### config.mk
export PLATFORM = sky130hd
export DESIGN_NAME = snd_sequencer
export DESIGN_NICKNAME = d
export VERILOG_FILES = /design/src/rtl/snd_sequencer.sv
export SDC_FILE = /design/constraint.sdc
export NUM_CORES = 1
export LEC_CHECK = 0
export ABC_AREA = 1
export CORE_AREA = 8 8 102 104
export DETAILED_ROUTE_END_ITERATION = 8
export DIE_AREA = 0 0 110 112
export GPL_TIMING_DRIVEN = 0
export SYNTH_ARGS = -nofsm -noshare
export SYNTH_HDL_FRONTEND = slang
export SYNTH_SLANG_ARGS = --single-unit
export TNS_END_PERCENT = 1
### constraint.sdc
create_clock -name clk_1mhz -period 3.69 [get_ports clk_1mhz]
set_input_delay 0.738 -clock clk_1mhz [delete_from_list [all_inputs] [get_ports clk_1mhz]]
set_output_delay 0.738 -clock clk_1mhz [all_outputs]
set_load 0.05 [all_outputs]
### src/rtl/snd_sequencer.sv
`timescale 1ns/1ps
// snd_sequencer
// Plays queued song requests back to back from an internal song ROM and
// drives the 4-bit note code of the piezo driver (0 = silence).
//
// Each note is held for (dur+1)*UNIT_CYCLES clocks. An optional silent gap
// of GAP_CYCLES clocks follows every note. Priority requests flush the queue
// and abort the current song. Song 0 is a stop command.
//
// Note codes: 1=C4 2=D4 3=E4 4=F4 5=G4 6=A4 7=B4 8=C5, 0=rest/silence.
//
// Ports
//   clk_1mhz    clock
//   rst         asynchronous, active-high reset
//   req_valid   song request strobe, one request per cycle
//   req_song    requested song id (0 = stop)
//   req_prio    1 = pre-empt: flush queue, abort current song, play now
//   req_ready   queue not full (priority/stop requests are always taken)
//   note_out    registered note code to the piezo driver
//   playing     high from the first note of a song until its end or abort
//   done_pulse  one-clock pulse when a song completes naturally
//   drop_pulse  one-clock pulse when a normal request hits a full queue
//   q_count     queue occupancy
module snd_sequencer #(
  parameter int unsigned UNIT_CYCLES = 100000,
  parameter int unsigned GAP_CYCLES  = 10000,
  parameter int unsigned SONG_W      = 3,
  parameter int unsigned MAX_LEN     = 8,
  parameter int unsigned QDEPTH      = 4
) (
  input  logic                      clk_1mhz,
  input  logic                      rst,
  input  logic                      req_valid,
  input  logic [SONG_W-1:0]         req_song,
  input  logic                      req_prio,
  output logic                      req_ready,
  output logic [3:0]                note_out,
  output logic                      playing,
  output logic                      done_pulse,
  output logic                      drop_pulse,
  output logic [$clog2(QDEPTH):0]   q_count
);

  localparam int unsigned IDX_W   = (MAX_LEN > 1) ? $clog2(MAX_LEN) : 1;
  localparam int unsigned PTR_W   = $clog2(QDEPTH);
  localparam int unsigned CNT_MAX = (4 * UNIT_CYCLES > GAP_CYCLES) ? 4 * UNIT_CYCLES : GAP_CYCLES;
  localparam int unsigned CNT_W   = $clog2(CNT_MAX + 1);

  localparam logic [CNT_W-1:0] PLAY_LAST0 = CNT_W'(1 * UNIT_CYCLES - 1);
  localparam logic [CNT_W-1:0] PLAY_LAST1 = CNT_W'(2 * UNIT_CYCLES - 1);
  localparam logic [CNT_W-1:0] PLAY_LAST2 = CNT_W'(3 * UNIT_CYCLES - 1);
  localparam logic [CNT_W-1:0] PLAY_LAST3 = CNT_W'(4 * UNIT_CYCLES - 1);
  localparam logic [CNT_W-1:0] GAP_LAST   = CNT_W'((GAP_CYCLES > 0) ? GAP_CYCLES - 1 : 0);
  localparam logic [IDX_W-1:0] IDX_LAST   = IDX_W'(MAX_LEN - 1);

  localparam logic [3:0] NOTE_REST = 4'd0;
  localparam logic [3:0] NOTE_C4   = 4'd1;
  localparam logic [3:0] NOTE_D4   = 4'd2;
  localparam logic [3:0] NOTE_E4   = 4'd3;
  localparam logic [3:0] NOTE_F4   = 4'd4;
  localparam logic [3:0] NOTE_G4   = 4'd5;
  localparam logic [3:0] NOTE_A4   = 4'd6;
  localparam logic [3:0] NOTE_C5   = 4'd8;

  typedef enum logic [1:0] {S_IDLE, S_LOAD, S_PLAY, S_GAP} state_t;

  // ROM word layout: {last, note[3:0], dur[1:0]}
  function automatic logic [6:0] ent(input logic last, input logic [3:0] note,
                                     input logic [1:0] dur);
    return {last, note, dur};
  endfunction

  function automatic logic [6:0] rom_entry(input logic [SONG_W-1:0] song,
                                           input logic [IDX_W-1:0] idx);
    int unsigned s;
    int unsigned i;
    logic [6:0]  w;
    s = 32'(song);
    i = 32'(idx);
    // Unused ids and out-of-range indices read as a silent final unit.
    w = ent(1'b1, NOTE_REST, 2'd0);
    case (s)
      1: case (i)
           0: w = ent(1'b1, NOTE_D4, 2'd0);
           default: w = ent(1'b1, NOTE_REST, 2'd0);
         endcase
      2: case (i)
           0: w = ent(1'b1, NOTE_C5, 2'd1);
           default: w = ent(1'b1, NOTE_REST, 2'd0);
         endcase
      3: case (i)
           0: w = ent(1'b0, NOTE_C4, 2'd0);
           1: w = ent(1'b1, NOTE_G4, 2'd0);
           default: w = ent(1'b1, NOTE_REST, 2'd0);
         endcase
      4: case (i)
           0: w = ent(1'b0, NOTE_E4, 2'd0);
           1: w = ent(1'b0, NOTE_REST, 2'd0);
           2: w = ent(1'b1, NOTE_E4, 2'd0);
           default: w = ent(1'b1, NOTE_REST, 2'd0);
         endcase
      5: case (i)
           0: w = ent(1'b0, NOTE_C4, 2'd0);
           1: w = ent(1'b0, NOTE_E4, 2'd0);
           2: w = ent(1'b0, NOTE_G4, 2'd0);
           3: w = ent(1'b1, NOTE_C5, 2'd1);
           default: w = ent(1'b1, NOTE_REST, 2'd0);
         endcase
      6: case (i)
           0: w = ent(1'b0, NOTE_C5, 2'd0);
           1: w = ent(1'b0, NOTE_G4, 2'd0);
           2: w = ent(1'b0, NOTE_E4, 2'd0);
           3: w = ent(1'b1, NOTE_C4, 2'd2);
           default: w = ent(1'b1, NOTE_REST, 2'd0);
         endcase
      7: case (i)
           0: w = ent(1'b0, NOTE_C4, 2'd0);
           1: w = ent(1'b0, NOTE_E4, 2'd0);
           2: w = ent(1'b0, NOTE_G4, 2'd0);
           3: w = ent(1'b0, NOTE_REST, 2'd0);
           4: w = ent(1'b0, NOTE_F4, 2'd0);
           5: w = ent(1'b0, NOTE_A4, 2'd0);
           6: w = ent(1'b1, NOTE_C5, 2'd3);
           default: w = ent(1'b1, NOTE_REST, 2'd0);
         endcase
      default: w = ent(1'b1, NOTE_REST, 2'd0);
    endcase
    return w;
  endfunction

  // Registers
  state_t              state_reg, state_next;
  logic [SONG_W-1:0]   song_reg, song_next;
  logic [IDX_W-1:0]    idx_reg, idx_next;
  logic [CNT_W-1:0]    cnt_reg, cnt_next;
  logic                last_reg, last_next;
  logic [1:0]          dur_reg, dur_next;
  logic [3:0]          note_reg, note_next;
  logic                playing_reg, playing_next;
  logic                done_reg, done_next;
  logic                drop_reg, drop_next;
  logic [PTR_W-1:0]    wr_ptr_reg, wr_ptr_next;
  logic [PTR_W-1:0]    rd_ptr_reg, rd_ptr_next;
  logic [PTR_W:0]      count_reg, count_next;

  logic [SONG_W-1:0]   fifo_mem [QDEPTH];

  // Request decode
  logic                fifo_full, fifo_empty;
  logic                req_stop, req_pre, req_norm;
  logic                push, pop, flush, end_note;
  logic [6:0]          rom_word;
  logic [CNT_W-1:0]    play_last;
  logic [SONG_W-1:0]   fifo_head;

  assign fifo_full  = (count_reg == (PTR_W+1)'(QDEPTH));
  assign fifo_empty = (count_reg == '0);
  assign fifo_head  = fifo_mem[rd_ptr_reg];

  assign req_stop = req_valid && (req_song == '0);
  assign req_pre  = req_valid && req_prio && (req_song != '0);
  assign req_norm = req_valid && !req_prio && (req_song != '0);
  assign push     = req_norm && !fifo_full;

  assign rom_word = rom_entry(song_reg, idx_reg);

  always_comb begin
    case (dur_reg)
      2'd0:    play_last = PLAY_LAST0;
      2'd1:    play_last = PLAY_LAST1;
      2'd2:    play_last = PLAY_LAST2;
      default: play_last = PLAY_LAST3;
    endcase
  end

  always_comb begin
    state_next   = state_reg;
    song_next    = song_reg;
    idx_next     = idx_reg;
    cnt_next     = cnt_reg;
    last_next    = last_reg;
    dur_next     = dur_reg;
    note_next    = note_reg;
    playing_next = playing_reg;
    done_next    = 1'b0;
    drop_next    = req_norm && fifo_full;
    pop          = 1'b0;
    flush        = 1'b0;
    end_note     = 1'b0;

    case (state_reg)
      S_IDLE: begin
        if (!fifo_empty) begin
          pop        = 1'b1;
          song_next  = fifo_head;
          idx_next   = '0;
          state_next = S_LOAD;
        end
      end
      S_LOAD: begin
        last_next    = rom_word[6];
        note_next    = rom_word[5:2];
        dur_next     = rom_word[1:0];
        playing_next = 1'b1;
        cnt_next     = '0;
        state_next   = S_PLAY;
      end
      S_PLAY: begin
        if (cnt_reg == play_last) begin
          cnt_next = '0;
          if (GAP_CYCLES > 0) begin
            note_next  = NOTE_REST;
            state_next = S_GAP;
          end else begin
            end_note = 1'b1;
          end
        end else begin
          cnt_next = cnt_reg + 1'b1;
        end
      end
      S_GAP: begin
        if (cnt_reg == GAP_LAST) begin
          cnt_next = '0;
          end_note = 1'b1;
        end else begin
          cnt_next = cnt_reg + 1'b1;
        end
      end
      default: state_next = S_IDLE;
    endcase

    // The index guard ends a song that has no last flag within MAX_LEN
    // entries instead of wrapping back to its first note.
    if (end_note) begin
      if (!last_reg && (idx_reg != IDX_LAST)) begin
        idx_next   = idx_reg + 1'b1;
        state_next = S_LOAD;
      end else begin
        done_next    = 1'b1;
        playing_next = 1'b0;
        note_next    = NOTE_REST;
        if (!fifo_empty) begin
          // Chain straight into the next queued song.
          pop        = 1'b1;
          song_next  = fifo_head;
          idx_next   = '0;
          state_next = S_LOAD;
        end else begin
          state_next = S_IDLE;
        end
      end
    end

    // Stop and priority requests override whatever the sequencer decided;
    // a done_pulse already raised for a song finishing this clock survives.
    if (req_stop) begin
      flush        = 1'b1;
      pop          = 1'b0;
      note_next    = NOTE_REST;
      playing_next = 1'b0;
      idx_next     = '0;
      cnt_next     = '0;
      state_next   = S_IDLE;
    end else if (req_pre) begin
      flush        = 1'b1;
      pop          = 1'b0;
      song_next    = req_song;
      note_next    = NOTE_REST;
      playing_next = 1'b0;
      idx_next     = '0;
      cnt_next     = '0;
      state_next   = S_LOAD;
    end
  end

  always_comb begin
    wr_ptr_next = wr_ptr_reg;
    rd_ptr_next = rd_ptr_reg;
    count_next  = count_reg;
    if (flush) begin
      wr_ptr_next = '0;
      rd_ptr_next = '0;
      count_next  = '0;
    end else begin
      if (push) wr_ptr_next = wr_ptr_reg + 1'b1;
      if (pop)  rd_ptr_next = rd_ptr_reg + 1'b1;
      if (push && !pop)      count_next = count_reg + 1'b1;
      else if (pop && !push) count_next = count_reg - 1'b1;
    end
  end

  always_ff @(posedge clk_1mhz or posedge rst) begin
    if (rst) begin
      state_reg   <= S_IDLE;
      song_reg    <= '0;
      idx_reg     <= '0;
      cnt_reg     <= '0;
      last_reg    <= 1'b0;
      dur_reg     <= '0;
      note_reg    <= NOTE_REST;
      playing_reg <= 1'b0;
      done_reg    <= 1'b0;
      drop_reg    <= 1'b0;
      wr_ptr_reg  <= '0;
      rd_ptr_reg  <= '0;
      count_reg   <= '0;
    end else begin
      state_reg   <= state_next;
      song_reg    <= song_next;
      idx_reg     <= idx_next;
      cnt_reg     <= cnt_next;
      last_reg    <= last_next;
      dur_reg     <= dur_next;
      note_reg    <= note_next;
      playing_reg <= playing_next;
      done_reg    <= done_next;
      drop_reg    <= drop_next;
      wr_ptr_reg  <= wr_ptr_next;
      rd_ptr_reg  <= rd_ptr_next;
      count_reg   <= count_next;
    end
  end

  // Queue storage carries no reset; validity is tracked by the pointers.
  always_ff @(posedge clk_1mhz) begin
    if (push) fifo_mem[wr_ptr_reg] <= req_song;
  end

  assign req_ready  = !fifo_full;
  assign note_out   = note_reg;
  assign playing    = playing_reg;
  assign done_pulse = done_reg;
  assign drop_pulse = drop_reg;
  assign q_count    = count_reg;

endmodule

==> metrics.txt, run 1 <==
# TYPE chip_impl_metric gauge
chip_impl_info{name="run_status",value="finished, final reports clean"} 1
chip_impl_metric{name="detailed_place_hpwl",unit="mm"} 7.22
chip_impl_metric{name="cellLeakagePower",unit="nW"} 1.97
chip_impl_metric{name="maximum_operating_frequency",unit="MHz"} 347
chip_impl_metric{name="ff2ff_path_depth",unit=""} 15
chip_impl_metric{name="largest_register_ffs",unit=""} 19
chip_impl_metric{name="ant_diodes",unit=""} 0
chip_impl_metric{name="grt_usage",unit=""} 0.157
chip_impl_metric{name="yosysWarningCount",unit=""} 0
chip_impl_metric{name="share_of_layout_cells_above_drive_strength_1",unit=""} 0.112
chip_impl_metric{name="post_cts_resize_count",unit=""} 0
chip_impl_metric{name="design.die.area",unit="um2"} 12300
chip_impl_info{name="crit_path_cell_trace",value="clkdlybuf4s50_1 -> nor2_2 -> nand2_2 -> nand3_2 -> nand2_2 -> inv_2 -> nand3_2 -> nand2_4 -> inv_1 -> fa_1 -> xnor2_1 -> inv_1 -> nand2_1 -> nand2_1 -> nand2_1 -> nand2_1"} 1
chip_impl_metric{name="finalSetupViolations",unit=""} 0
chip_impl_metric{name="antenna_found_initial",unit=""} 0
chip_impl_metric{name="tritoncts_num_sinks",unit=""} 56
chip_impl_metric{name="skew",unit="ns"} 0.0102
chip_impl_metric{name="drv.max_cap_violation_count",unit=""} 0
chip_impl_metric{name="power.density_cell_area",unit="nW/um2"} 575
chip_impl_metric{name="mean_post_synth_cell_area",unit="um2"} 7.74
chip_impl_info{name="worstSetupPathType",value="in2reg"} 1
chip_impl_metric{name="floorplan.initialDensity",unit=""} 0.435
chip_impl_metric{name="worst_ir_drop_vdd",unit="V"} 0.000339
chip_impl_metric{name="first_pass_iters",unit=""} 5
chip_impl_metric{name="antenna_left",unit=""} 0
chip_impl_info{name="cts.root.buffer_cell",value="sky130_fd_sc_hd__clkbuf_8"} 1
chip_impl_info{name="layout.cells.most_common_list",value="sky130_fd_sc_hd__nand2_1, sky130_fd_sc_hd__inv_1, sky130_fd_sc_hd__nor2_1, sky130_fd_sc_hd__dfrtp_1, sky130_fd_sc_hd__o21ai_0"} 1
chip_impl_metric{name="grt_pass1_vias",unit=""} 3163
chip_impl_metric{name="timing.critical_path.fanout_max",unit=""} 7
chip_impl_metric{name="dp_cells",unit=""} 629
chip_impl_metric{name="dieWidth",unit="um"} 110
chip_impl_metric{name="setup-tns-final",unit="ns"} 0
chip_impl_metric{name="dpl-instance-area",unit="um2"} 4210
chip_impl_metric{name="fin_crit_sh",unit=""} 0.781
chip_impl_metric{name="yosys_register_bits",unit=""} 56
chip_impl_info{name="path_class_of_the_lowest_slack_min_delay_path",value="reg2reg"} 1
chip_impl_metric{name="clock_latency",unit="ns"} 0.32
chip_impl_metric{name="areaGrowthSynthToFinish",unit="%"} 11.2
chip_impl_metric{name="drt-total-wl",unit="mm"} 9.25
chip_impl_metric{name="distinct_cells_synth",unit=""} 43
chip_impl_metric{name="tightest_slew",unit="ns"} 0.562
chip_impl_metric{name="postCtsSetupBuffers",unit=""} 0
chip_impl_metric{name="fin_hold_viols",unit=""} 0
chip_impl_metric{name="cts_hold_repair.buffers",unit=""} 0
chip_impl_info{name="start_kind",value="input port"} 1
chip_impl_metric{name="wire_per_inst",unit="um"} 14.5
chip_impl_metric{name="synthesis.instances",unit=""} 500
chip_impl_metric{name="via_per_inst",unit=""} 5.22
chip_impl_metric{name="final_cells",unit=""} 637
chip_impl_info{name="end_kind",value="flip-flop"} 1
chip_impl_info{name="cts_tree",value="built"} 1
chip_impl_metric{name="slew_headroom",unit=""} 0.623
chip_impl_info{name="timing.critical_path.slowest_stage_cell",value="sky130_fd_sc_hd__clkdlybuf4s50_1"} 1
chip_impl_info{name="critPathMostFrequentCell",value="sky130_fd_sc_hd__nand2_1"} 1
chip_impl_metric{name="fin_crit",unit="ns"} 2.88
chip_impl_metric{name="numPortBuffers",unit=""} 17
chip_impl_metric{name="cts-buffers-inserted",unit=""} 5
chip_impl_metric{name="crit_path_max_incr_delay",unit="ns"} 0.51
chip_impl_metric{name="grt_pass1_wl",unit="mm"} 15.8
chip_impl_info{name="final_common_cell",value="sky130_fd_sc_hd__nand2_1"} 1
chip_impl_metric{name="gp_congestion",unit=""} 0.919
chip_impl_metric{name="grt_remaining_overflow",unit=""} 0
chip_impl_metric{name="worst-path-buf-inv",unit=""} 4
chip_impl_metric{name="hold_path_depth",unit=""} 2
chip_impl_metric{name="boundaryPins",unit=""} 18
chip_impl_info{name="rsz0062_at_grt",value="false"} 1
chip_impl_info{name="cpLargestDelayFamily",value="simple AND/OR/NAND/NOR gates"} 1
chip_impl_metric{name="routed-via-count",unit=""} 3322
chip_impl_metric{name="synth_area",unit="um2"} 3870
chip_impl_metric{name="nNetsFinal",unit=""} 555
chip_impl_metric{name="cp_data_required_time",unit="ns"} 3.91
chip_impl_metric{name="dp_worst_setup_slack",unit="ns"} 0.438
chip_impl_metric{name="post-route-cell-area",unit="um2"} 4310
chip_impl_metric{name="core_area",unit="um2"} 8890
chip_impl_metric{name="postSynthNetCount",unit=""} 530
chip_impl_metric{name="cts.htree.levels",unit=""} 2
chip_impl_metric{name="chipHeight",unit="um"} 112
chip_impl_metric{name="post-route-worst-setup-slack",unit="ns"} 0.807
chip_impl_metric{name="max_transition_viols_final",unit=""} 0
chip_impl_metric{name="drc_violations_left",unit=""} 0
chip_impl_metric{name="cp_data_arrival_time",unit="ns"} 3.10
chip_impl_metric{name="cts.reportedPaths.clkPinSlew",unit="ns"} 0.11
chip_impl_metric{name="crit_path_cell_count",unit=""} 16
chip_impl_metric{name="maximum_number_of_pins_on_one_net_before_global_route_repair",unit=""} 24
chip_impl_metric{name="fraction_of_the_yosys_area_taken_by_sequential_cells",unit=""} 0.378
chip_impl_metric{name="drt_iter0_markers",unit=""} 193
chip_impl_metric{name="core.rowCount",unit=""} 35
chip_impl_metric{name="clock_path_buffers",unit=""} 2
==> report_power, final <==
group	leakage, nW	switching (W)	internal [W]
logic	1.22	0.000869	0.000398
clock network	0.0511	0.000235	0.000144
registers	0.698	0.0000892	0.000739
total	1.97	0.00119	0.00128
==> cell type report <==
type | count | area [um2]
Tap cell | 111 | 139
Fill cell | 890 | 4580
Clock buffer | 5 | 68.8
Buffer | 6 | 42.5
Multi-Input combinational cell | 364 | 2090
Sequential cell | 56 | 1460
Clock inverter | 3 | 28.8
Timing Repair Buffer | 18 | 198
Inverter | 74 | 278
==> cell usage after synthesis <==
master                      n  area, um2
sky130_fd_sc_hd__or2_1      1       6.26
sky130_fd_sc_hd__nand2_1   92        345
sky130_fd_sc_hd__a22oi_1    2       15.0
sky130_fd_sc_hd__a21oi_2    3       26.3
sky130_fd_sc_hd__xor2_1     8       70.1
sky130_fd_sc_hd__clkbuf_1   2       7.51
sky130_fd_sc_hd__nand3_1   39        195
sky130_fd_sc_hd__nor2_4     3       33.8
sky130_fd_sc_hd__o22ai_1    3       18.8
sky130_fd_sc_hd__o31ai_1    2       15.0
sky130_fd_sc_hd__buf_4      1       7.51
sky130_fd_sc_hd__nand4_1   15       93.8
sky130_fd_sc_hd__nand3b_1   1       7.51
sky130_fd_sc_hd__inv_2      6       22.5
sky130_fd_sc_hd__nor2_1    49        184
sky130_fd_sc_hd__o21ai_1    5       25.0
sky130_fd_sc_hd__xnor2_1    2       17.5
sky130_fd_sc_hd__nand2_2    8       50.1
sky130_fd_sc_hd__a31oi_1    1       6.26
sky130_fd_sc_hd__a311oi_1   1       8.76
sky130_fd_sc_hd__nor3_2     2       20.0
sky130_fd_sc_hd__ha_1      22        275
sky130_fd_sc_hd__nand3_2    5       50.1
sky130_fd_sc_hd__a41oi_1    1       8.76
sky130_fd_sc_hd__a21boi_1   1       7.51
sky130_fd_sc_hd__nor4_1     2       12.5
sky130_fd_sc_hd__buf_2      1       5.00
sky130_fd_sc_hd__o21bai_1   2       15.0
sky130_fd_sc_hd__o21ai_0   41        205
sky130_fd_sc_hd__nor3b_1    1       7.51
sky130_fd_sc_hd__edfxtp_1  12        360
sky130_fd_sc_hd__dfrtp_1   44       1100
sky130_fd_sc_hd__buf_6      2       22.5
sky130_fd_sc_hd__nand2_4    6       67.6
sky130_fd_sc_hd__nor2_2    10       62.6
sky130_fd_sc_hd__nor3_1     6       30.0
sky130_fd_sc_hd__a21oi_1   23        115
sky130_fd_sc_hd__nand4_4    2       42.5
sky130_fd_sc_hd__inv_1     68        255
sky130_fd_sc_hd__o211ai_1   2       15.0
sky130_fd_sc_hd__a22o_1     1       8.76
sky130_fd_sc_hd__fa_1       1       20.0
sky130_fd_sc_hd__a21boi_0   1       7.51
==> worst paths after layout <==
kind	start	end	slack, ns
worst min register to register	playing	playing	0.53
max in group asynchronous	rst	q_count[0]	2.42
min in group asynchronous	rst	cnt_reg[2]	0.77
worst max-delay path	req_song[0]	q_count[2]	0.81
worst min-delay path	playing	playing	0.53
worst max register to register	cnt_reg[0]	q_count[2]	1.16
==> tightest hold or removal path, stage by stage, from the launching register on <==
cell                      delay (ns)
sky130_fd_sc_hd__dfrtp_1        0.36
sky130_fd_sc_hd__nor2_1         0.04
sky130_fd_sc_hd__nor2_1         0.09
==> layer usage <==
metal  wire length, um  vias to the layer above  track usage
li1                  -                     1701            -
met1              4730                     1541        0.235
met5                 0                        -            0
met3               295                        9       0.0185
met4               126                        0       0.0396
met2              4100                       71        0.229
==> cell families (layout without fill, tap and decap cells) <==
kind of cell / after synthesis / count (layout) / share of synthesized area
adders and majority gates: 23 / 23 / 0.0763
buffers and inverters: 80 / 106 / 0.0827
AOI/OAI and AO/OA: 89 / 89 / 0.129
and+or+nand+nor: 242 / 242 / 0.312
DFF: 56 / 56 / 0.378
xor gates and xnor gates: 10 / 10 / 0.0226
==> per-stage QoR <==
| step | util | hold slack [ns] | total power (W) |
|---|---|---|---|
| 6_report | 0.484 | 0.526 | 0.00247 |
| 4_1_cts | 0.484 | 0.531 | 0.00249 |
| 2_1_floorplan | - | 0.503 | 0.00175 |
| 5_1_grt | 0.484 | 0.564 | 0.00268 |
| 3_5_place_dp | 0.473 | 0.503 | 0.00211 |
| 3_3_place_gp | 0.470 | 0.491 | 0.00209 |
(Power assumes the default switching activity.)
==> run 2, diff against run 1 <==
clock period = 2.55 ns   (was 3.69 ns; I/O delays follow)
==> run 2 against run 1 <==
Against the previous run:
- worst hold slack lost 0.080 ns
- die area is the same
- utilization grew 0.94 points
- setup slack lost 0.70 ns
- non-clock buffer count grew 4
- register-to-register slack lost 1.0 ns
- clock skew shrank 0.0021 ns
- routed wire length grew 0.34%
- critical path type is now reg2reg
- largest cell class unchanged
==> metrics.txt, run 2 (synthesis gave the netlist of run 1 again) <==
# TYPE chip_impl_metric gauge
chip_impl_info{name="run_status",value="finished, final reports clean"} 1
chip_impl_metric{name="core.rowCount",unit=""} 35
chip_impl_metric{name="floorplan.initialDensity",unit=""} 0.435
chip_impl_metric{name="ant_diodes",unit=""} 0
chip_impl_metric{name="boundaryPins",unit=""} 18
chip_impl_info{name="critPathMostFrequentCell",value="sky130_fd_sc_hd__ha_1"} 1
chip_impl_metric{name="clock_latency",unit="ns"} 0.32
chip_impl_info{name="worstSetupPathType",value="reg2reg"} 1
chip_impl_metric{name="finalSetupViolations",unit=""} 0
chip_impl_metric{name="grt_usage",unit=""} 0.155
chip_impl_metric{name="antenna_left",unit=""} 0
chip_impl_metric{name="cts.htree.levels",unit=""} 2
chip_impl_info{name="cts_tree",value="built"} 1
chip_impl_metric{name="cp_data_arrival_time",unit="ns"} 2.69
chip_impl_metric{name="worst-path-buf-inv",unit=""} 1
chip_impl_metric{name="drt_iter0_markers",unit=""} 170
chip_impl_metric{name="areaGrowthSynthToFinish",unit="%"} 13.4
chip_impl_metric{name="nNetsFinal",unit=""} 559
chip_impl_metric{name="maximum_number_of_pins_on_one_net_before_global_route_repair",unit=""} 33
chip_impl_metric{name="chipHeight",unit="um"} 112
chip_impl_metric{name="core_area",unit="um2"} 8890
chip_impl_metric{name="drt-total-wl",unit="mm"} 9.28
chip_impl_metric{name="fin_crit",unit="ns"} 2.44
chip_impl_metric{name="share_of_layout_cells_above_drive_strength_1",unit=""} 0.134
chip_impl_metric{name="clock_path_buffers",unit=""} 2
chip_impl_metric{name="power.density_cell_area",unit="nW/um2"} 837
chip_impl_info{name="path_class_of_the_lowest_slack_min_delay_path",value="in2async"} 1
chip_impl_metric{name="maximum_operating_frequency",unit="MHz"} 410
chip_impl_metric{name="crit_path_max_incr_delay",unit="ns"} 0.43
chip_impl_metric{name="cts-buffers-inserted",unit=""} 5
chip_impl_metric{name="cp_data_required_time",unit="ns"} 2.80
chip_impl_metric{name="finish.utilization",unit=""} 0.494
chip_impl_info{name="start_kind",value="flip-flop"} 1
chip_impl_metric{name="dieWidth",unit="um"} 110
chip_impl_metric{name="setup-tns-final",unit="ns"} 0
chip_impl_info{name="cts.root.buffer_cell",value="sky130_fd_sc_hd__clkbuf_8"} 1
chip_impl_metric{name="routed-via-count",unit=""} 3398
chip_impl_metric{name="gp_congestion",unit=""} 0.939
chip_impl_metric{name="slew_headroom",unit=""} 0.599
chip_impl_metric{name="cellLeakagePower",unit="nW"} 2.00
chip_impl_metric{name="dp_worst_setup_slack",unit="ns"} -0.482
chip_impl_info{name="cpLargestDelayFamily",value="adder cells"} 1
chip_impl_metric{name="design.die.area",unit="um2"} 12300
chip_impl_metric{name="wire_per_inst",unit="um"} 14.5
chip_impl_metric{name="timing.critical_path.fanout_max",unit=""} 5
chip_impl_metric{name="grt_remaining_overflow",unit=""} 0
chip_impl_metric{name="numPortBuffers",unit=""} 17
chip_impl_metric{name="worst_ir_drop_vdd",unit="V"} 0.000579
chip_impl_metric{name="drv.max_cap_violation_count",unit=""} 0
chip_impl_metric{name="tightest_slew",unit="ns"} 0.597
chip_impl_metric{name="worst_hold_slack",unit="ns"} 0.446
chip_impl_metric{name="max_transition_viols_final",unit=""} 0
chip_impl_metric{name="via_per_inst",unit=""} 5.30
chip_impl_metric{name="grt_pass1_wl",unit="mm"} 15.6
chip_impl_metric{name="first_pass_iters",unit=""} 5
chip_impl_metric{name="grt_pass1_vias",unit=""} 3221
chip_impl_metric{name="tritoncts_num_sinks",unit=""} 56
chip_impl_info{name="timing.critical_path.slowest_stage_cell",value="sky130_fd_sc_hd__dfrtp_1"} 1
chip_impl_metric{name="cts.reportedPaths.clkPinSlew",unit="ns"} 0.11
chip_impl_info{name="layout.cells.most_common_list",value="sky130_fd_sc_hd__nand2_1, sky130_fd_sc_hd__inv_1, sky130_fd_sc_hd__nor2_1, sky130_fd_sc_hd__dfrtp_1, sky130_fd_sc_hd__o21ai_0"} 1
chip_impl_info{name="final_common_cell",value="sky130_fd_sc_hd__nand2_1"} 1
chip_impl_metric{name="fin_hold_viols",unit=""} 0
chip_impl_metric{name="largest_register_ffs",unit=""} 19
chip_impl_metric{name="detailed_place_hpwl",unit="mm"} 7.14
chip_impl_info{name="crit_path_cell_trace",value="ha_1 -> ha_1 -> or2_4 -> o21ai_2 -> nand4_4 -> nand3_4 -> nand2_4 -> inv_1 -> fa_2 -> nor2_1 -> nand2_1 -> o21ai_1"} 1
chip_impl_metric{name="drc_violations_left",unit=""} 0
chip_impl_info{name="end_kind",value="flip-flop"} 1
chip_impl_metric{name="post-route-worst-setup-slack",unit="ns"} 0.112
chip_impl_metric{name="fin_crit_sh",unit=""} 0.956
chip_impl_metric{name="skew",unit="ns"} 0.00808
chip_impl_metric{name="antenna_found_initial",unit=""} 0
run 2: repair_timing:
item                                    4_1_cts  5_1_grt
pin swaps                                     1        0
setup buffers                                 0        4
resized for setup                             3       11
endpoints found under the setup margin        1        2
hold buffers                                  0        0
run 2: cell type report:
class | instances | area, um2
repair buffers | 22 | 218
plain buffers | 6 | 42.5
well taps | 111 | 139
fillers | 874 | 4500
clock inverters | 3 | 33.8
flip-flops and latches | 56 | 1460
inverters | 74 | 278
clock buffers | 5 | 68.8
multi-input cells | 364 | 2150
run 2: metrics by stage:
step | std cells | total power [W] | instance area (um2)
floorplan | 500 | 0.00254 | 3870
global placement | 628 | 0.00303 | 4180
detailed placement | 629 | 0.00306 | 4200
CTS | 637 | 0.00361 | 4310
global route | 641 | 0.00394 | 4390
finish | 641 | 0.00368 | 4390
run 2: routing by layer:
metal	track usage	part of all wire	vias to the layer above
met4	0.0360	0.0075	0
met3	0.0272	0.041	9
met1	0.221	0.49	1597
met5	0	0	-
li1	-	-	1706
met2	0.235	0.46	86
run 2: worst paths after layout:
| path | start | end | slack, ns | cells after the start |
|---|---|---|---|---|
| min in group clk_1mhz | playing | playing | 0.52 | 2 |
| max | idx_reg[1] | q_count[1] | 0.11 | 12 |
| min reg2reg | playing | playing | 0.52 | 2 |
| min | rst | cnt_reg[1] | 0.45 | 2 |
| max reg2reg | idx_reg[1] | q_count[1] | 0.11 | 12 |
| max in group asynchronous | rst | last_reg | 1.63 | 3 |
run 2: power by group:
| part | switching [W] | internal, W |
|---|---|---|
| clock | 0.000338 | 0.000208 |
| sequential | 0.000127 | 0.00107 |
| combinational | 0.00131 | 0.000627 |
==> RTL change 1, RTL diff (config.mk and constraints of run 2) <==
The parameter `MAX_LEN` goes from 8 to 4.
--- a/src/rtl/snd_sequencer.sv
+++ b/src/rtl/snd_sequencer.sv
@@ -25,7 +25,7 @@
   parameter int unsigned UNIT_CYCLES = 100000,
   parameter int unsigned GAP_CYCLES  = 10000,
   parameter int unsigned SONG_W      = 3,
-  parameter int unsigned MAX_LEN     = 8,
+  parameter int unsigned MAX_LEN     = 4,
   parameter int unsigned QDEPTH      = 4
 ) (
   input  logic                      clk_1mhz,
Check against the original RTL: same outputs for any inputs over 10 cycles, from zero or initial values and one cycle with rst high; that may be too few to reach the edited logic, so the function may still have changed.
==> RTL change 1 against run 2 <==
  * Critical path depth is 3 higher
  * Utilization is 3.2 points lower
  * Total power is 2.7% lower
  * Sequential cell count fell by 1
  * Setup slack better by 0.073 ns
  * Area after synthesis decreased by 6.9%
  * First-iteration DRC count down 12%
  * Final area fell by 6.6%
  * Combinational power is 4% lower
  * Via count is 11% lower
  * Wire length down 12%
  * Largest power group unchanged
==> RTL change 1: results <==
[outcome]
status = finished clean

[critical_path]
worstReg2RegStart = cnt_reg[0]$_DFFE_PP0P_
worst-path-max-fanout = 5
crit_family = simple AND/OR/NAND/NOR gates
critical_path_class = reg -> reg
cpPeakStageDelay_ns = 0.43

[grt]
grt_usage_pct = 13.78
antenna_found_initial = 0
grt_first_pass_wirelength_um = 14010
grt_max_degree = 31
grt_pass1_vias = 3070

[place]
dpl_cell_area_um2 = 3945
hpwlAfterDp_um = 6275
dpl_worst_slack_ns = -0.6139
routabilityCongestion = 0.8812

[sta]
fin_skew_ns = 0.01350
slew_headroom_pct = 66.12

[power]
p_sw_mw = 1.668
vdd_ir_drop_max_uv = 605.0
leakage_nw = 1.805

[yosys]
async_flop_share_pct = 78.18
synth_edf_count = 12
synth_commonest_cells = nand2_1 (90), nor2_1 (56), inv_1 (48)
post_synth_num_cell_types = 42
ys_seq_area_share_pct = 39.86
synth_fp_nets = 485
synthTopCellsByArea = dfrtp_1 (30%), edfxtp_1 (10%), nand2_1 (9.4%)

[cts]
clock-root-buffer = clkbuf_8
cts_buffer_depth = 2
ctsHtreeMaxLevel = 2
clk_latency_ns = 0.31

[final_layout]
fin_nets = 514
drive_gt1_share_pct = 13.17

[worst_hold_path]
hold_class = in -> async

[detailed_routing]
drt_pass1_iterations = 4
drt_iter0_drc = 149
vias = 3010
wl_per_cell_um = 13.68
[RTL change 1: cell types whose count changed in the layout (fill, tap and decap cells not counted), sizes merged, moves of 3 or more]
| cell | delta |
|---|---|
| nor4 | +3 |
| xor2 | +5 |
| inv | -18 |
| nor3 | +3 |
| buf | +6 |
| nand4 | -4 |
| a21oi | -6 |
| nand2 | -7 |
| o21ai | -3 |
| nand3 | -18 |
[RTL change 1: logic make-up after synthesis]
family                     share of synthesized area, %
and+or+nand+nor                                   29.72
buffers and inverters                             7.743
AOI/OAI and AO/OA                                 11.18
xor gates and xnor gates                          3.646
DFF                                               39.86
adders and majority gates                         7.847
[RTL change 1: worst paths after layout]
kind,cells past startpoint,end,slack [ns]
max,15,q_count[2]$_DFFE_PP0P_,0.18
min,2,cnt_reg[11]$_DFFE_PP0P_,0.46
max reg2reg,15,q_count[2]$_DFFE_PP0P_,0.18
min reg2reg,1,playing$_DFF_PP0_,0.50
max in group asynchronous,3,song_reg[0]$_DFF_PP0_,1.60
min in group clk_1mhz,1,playing$_DFF_PP0_,0.50
[RTL change 1: per-layer routing]
layer | wire, um | GRT usage [%]
met1 | 3908 | 17.68
met2 | 3947 | 23.11
met3 | 196 | 2.080
met4 | 115 | 3.784
met5 | 0 | 0
[RTL change 1: cell type report]
class	count	area [um^2]
fill	887	4788
sequential	55	1436
clock buffer	6	72.57
clock inverter	2	12.51
inverter	58	222.7
timing repair buffer	23	224.0
tap	111	138.9
buffer	10	58.81
multi-input combinational	332	1936
[RTL change 1: timing repair]
action                                  in CTS  in global routing
gates resized for setup                      6                  7
pin swaps                                    0                  4
endpoints found under the setup margin       2                  2
buffers inserted                             0                  5
cloned                                       0                  0
hold buffers                                 0                  0
hold endpoints to repair                     0                  0
[RTL change 1: power by group through the flow]
stage	combinational, mW	sequential (mW)	clock (mW)
2_1_floorplan	1.16	1.40	0
3_3_place_gp	1.78	1.24	0
3_5_place_dp	1.80	1.24	0
4_1_cts	1.81	1.23	0.503
5_1_grt	2.09	1.26	0.526
6_report	1.86	1.23	0.484
[RTL change 1: stage by stage]
step / instances / total power, mW
3_3_place_gp: 584 / 3.014
5_1_grt: 597 / 3.875
6_report: 597 / 3.577
4_1_cts: 592 / 3.545
3_5_place_dp: 585 / 3.048
2_1_floorplan: 456 / 2.558
==> RTL change 2, RTL diff (settings of run 2) <==
Made on the original files. Reset style: synchronous (`rst`), changed in one clocked block. Comments in the files are not updated.
--- a/src/rtl/snd_sequencer.sv
+++ b/src/rtl/snd_sequencer.sv
@@ -289,7 +289,7 @@
     end
   end
 
-  always_ff @(posedge clk_1mhz or posedge rst) begin
+  always_ff @(posedge clk_1mhz) begin
     if (rst) begin
       state_reg   <= S_IDLE;
       song_reg    <= '0;
Formal check against the unedited RTL: differs if rst is asserted again (counterexample within 4 cycles, from zero or initial values and one cycle with rst high); with rst held inactive, the same outputs for 10 cycles.
==> RTL change 2 against run 2 <==
  * Via count rose by 4.0%
  * Critical path depth rose by 2
  * Total power fell by 3.2%
  * Combinational power fell by 25%
  * Wire length rose by 0.43%
  * Setup slack improved by 0.015 ns
  * Final area fell by 0.46%
  * Area after synthesis fell by 2.5%
  * Sequential cell count rose by 2
  * Clock power rose by 81%
  * Critical path type unchanged
  * Largest power group unchanged
==> RTL change 2: results <==
[outcome]
status = finished clean

[grt]
grt_first_pass_wirelength_um = 15640
grt_max_degree = 13
grt_pass1_vias = 3287
grt_usage_pct = 15.95

[worst_hold_path]
hold_class = reg -> reg

[yosys]
yosysTopAreaCell = dfxtp_1
syn_area_per_cell_um2 = 6.967
ys_seq_area_share_pct = 33.93
synth_edf_count = 12
synth_top_area_share_pct = 24.39
synth_commonest_cells = nand2_1 (139), inv_1 (72), nor2_1 (58)
yosys.area_share.xor_xnor_pct = 3.015
synthTopCellsByArea = dfxtp_1 (24%), nand2_1 (14%), edfxtp_1 (9.5%)
synthAdderAreaFrac_pct = 8.151
async_flop_share_pct = 0
post_synth_num_cell_types = 45
synth-compound-area-share_pct = 12.76
synth_fp_nets = 573

[detailed_routing]
drt_iter0_drc = 188
wl_per_cell_um = 13.51
finalWirelength_um = 9321
vias = 3534

[final_layout]
fin_nets = 605
drive_gt1_share_pct = 10.02
fillCellCount = 893

[job]
cap_viol_max_count = 0

[place]
dp.cells = 670
routabilityCongestion = 0.9175

[cts]
clkTransAtPathRegs_ns = 0.08
cts_buffer_depth = 2
clk_latency_ns = 0.35
ctsHtreeMaxLevel = 3
cts_made_buffers = 9

[sta]
slew_headroom_pct = 61.10

[critical_path]
worst_ep_arrival_time_ns = 2.66
cp_slowest_cell = fa_1
worst-path-max-fanout = 6

[power]
leakage_nw = 1.826
vdd_ir_drop_max_uv = 667.5
RTL change 2: changes by cell type after synthesis, sizes merged, moves of 5 or more:
cell / run 2 / this run
dfxtp: 0 / 46
o21ai: 46 / 27
a21oi: 26 / 39
dfrtp: 44 / 0
nand3: 44 / 32
nand3b: 1 / 7
nand4: 17 / 12
nand2: 106 / 144
RTL change 2: timing repair:
item,in CTS,in global routing
setup buffers,3,1
endpoints found under the setup margin,2,1
gates resized for setup,10,3
pin swaps,4,2
cloned,0,0
RTL change 2: final timing paths:
path,start,endpoint,slack [ns],cells after the start
worst max-delay path,idx_reg[0]$_SDFF_PP0_,q_count[2]$_SDFFE_PP0P_,0.13,14
worst min register to register,note_out[3]$_SDFF_PP0_,note_out[3]$_SDFF_PP0_,0.47,2
worst max register to register,idx_reg[0]$_SDFF_PP0_,q_count[2]$_SDFFE_PP0P_,0.13,14
worst min-delay path,note_out[3]$_SDFF_PP0_,note_out[3]$_SDFF_PP0_,0.47,2
RTL change 2: kinds of logic after synthesis:
| group | Yosys count |
|---|---|
| flip-flops | 58 |
| buffers and inverters | 88 |
| AO/OA/AOI/OAI | 83 |
| adder cells (fa/ha/maj) | 24 |
| AND/OR/NAND/NOR | 276 |
| XOR/XNOR | 13 |
RTL change 2: metrics by stage:
| step | setup TNS [ns] | area (um^2) | power [mW] | setup slack (ns) | hold slack [ns] |
|---|---|---|---|---|---|
| after global placement | -3.398 | 4088 | 2.502 | -0.4474 | 0.4504 |
| final | 0 | 4369 | 3.559 | 0.1262 | 0.4654 |
| after floorplan | 0 | 3779 | 2.152 | 0.07426 | 0.4615 |
| after CTS | 0 | 4349 | 3.542 | 0.01393 | 0.4668 |
| after global routing | 0 | 4369 | 3.797 | 0.002107 | 0.4850 |
| after detailed placement | -4.147 | 4088 | 2.518 | -0.5276 | 0.4558 |
RTL change 2: report_power, final:
group	internal [mW]	switching [mW]	total (mW)	leakage, nW
clock network	0.558	0.432	0.990	0.106
logic	0.474	0.966	1.44	1.24
registers	1.03	0.101	1.13	0.483
total	2.06	1.50	3.56	1.83
RTL change 2: metal layers:
layer  wire (um)  track usage (%)
met1        4564            21.25
met3         443            2.600
met5           0                0
met4         197            7.297
met2        4115            24.31
RTL change 2: final cells by class:
cell class | count | share of cell area, %
clock buffer | 9 | 2.835
timing repair buffer | 21 | 4.496
sequential | 58 | 29.41
multi-input combinational | 396 | 49.77
tap | 111 | 3.179
inverter | 75 | 6.443
clock inverter | 7 | 2.320
buffer | 13 | 1.546
RTL change 2: critical path: cells and delay by family (launching register included):
kind / cells / cell delay [ns]
and+or+nand+nor: 3 / 0.24
DFF: 1 / 0.35
adders and majority gates: 4 / 0.97
AOI/OAI and AO/OA: 4 / 0.45
buffers and inverters: 2 / 0.16
xor gates and xnor gates: 1 / 0.13
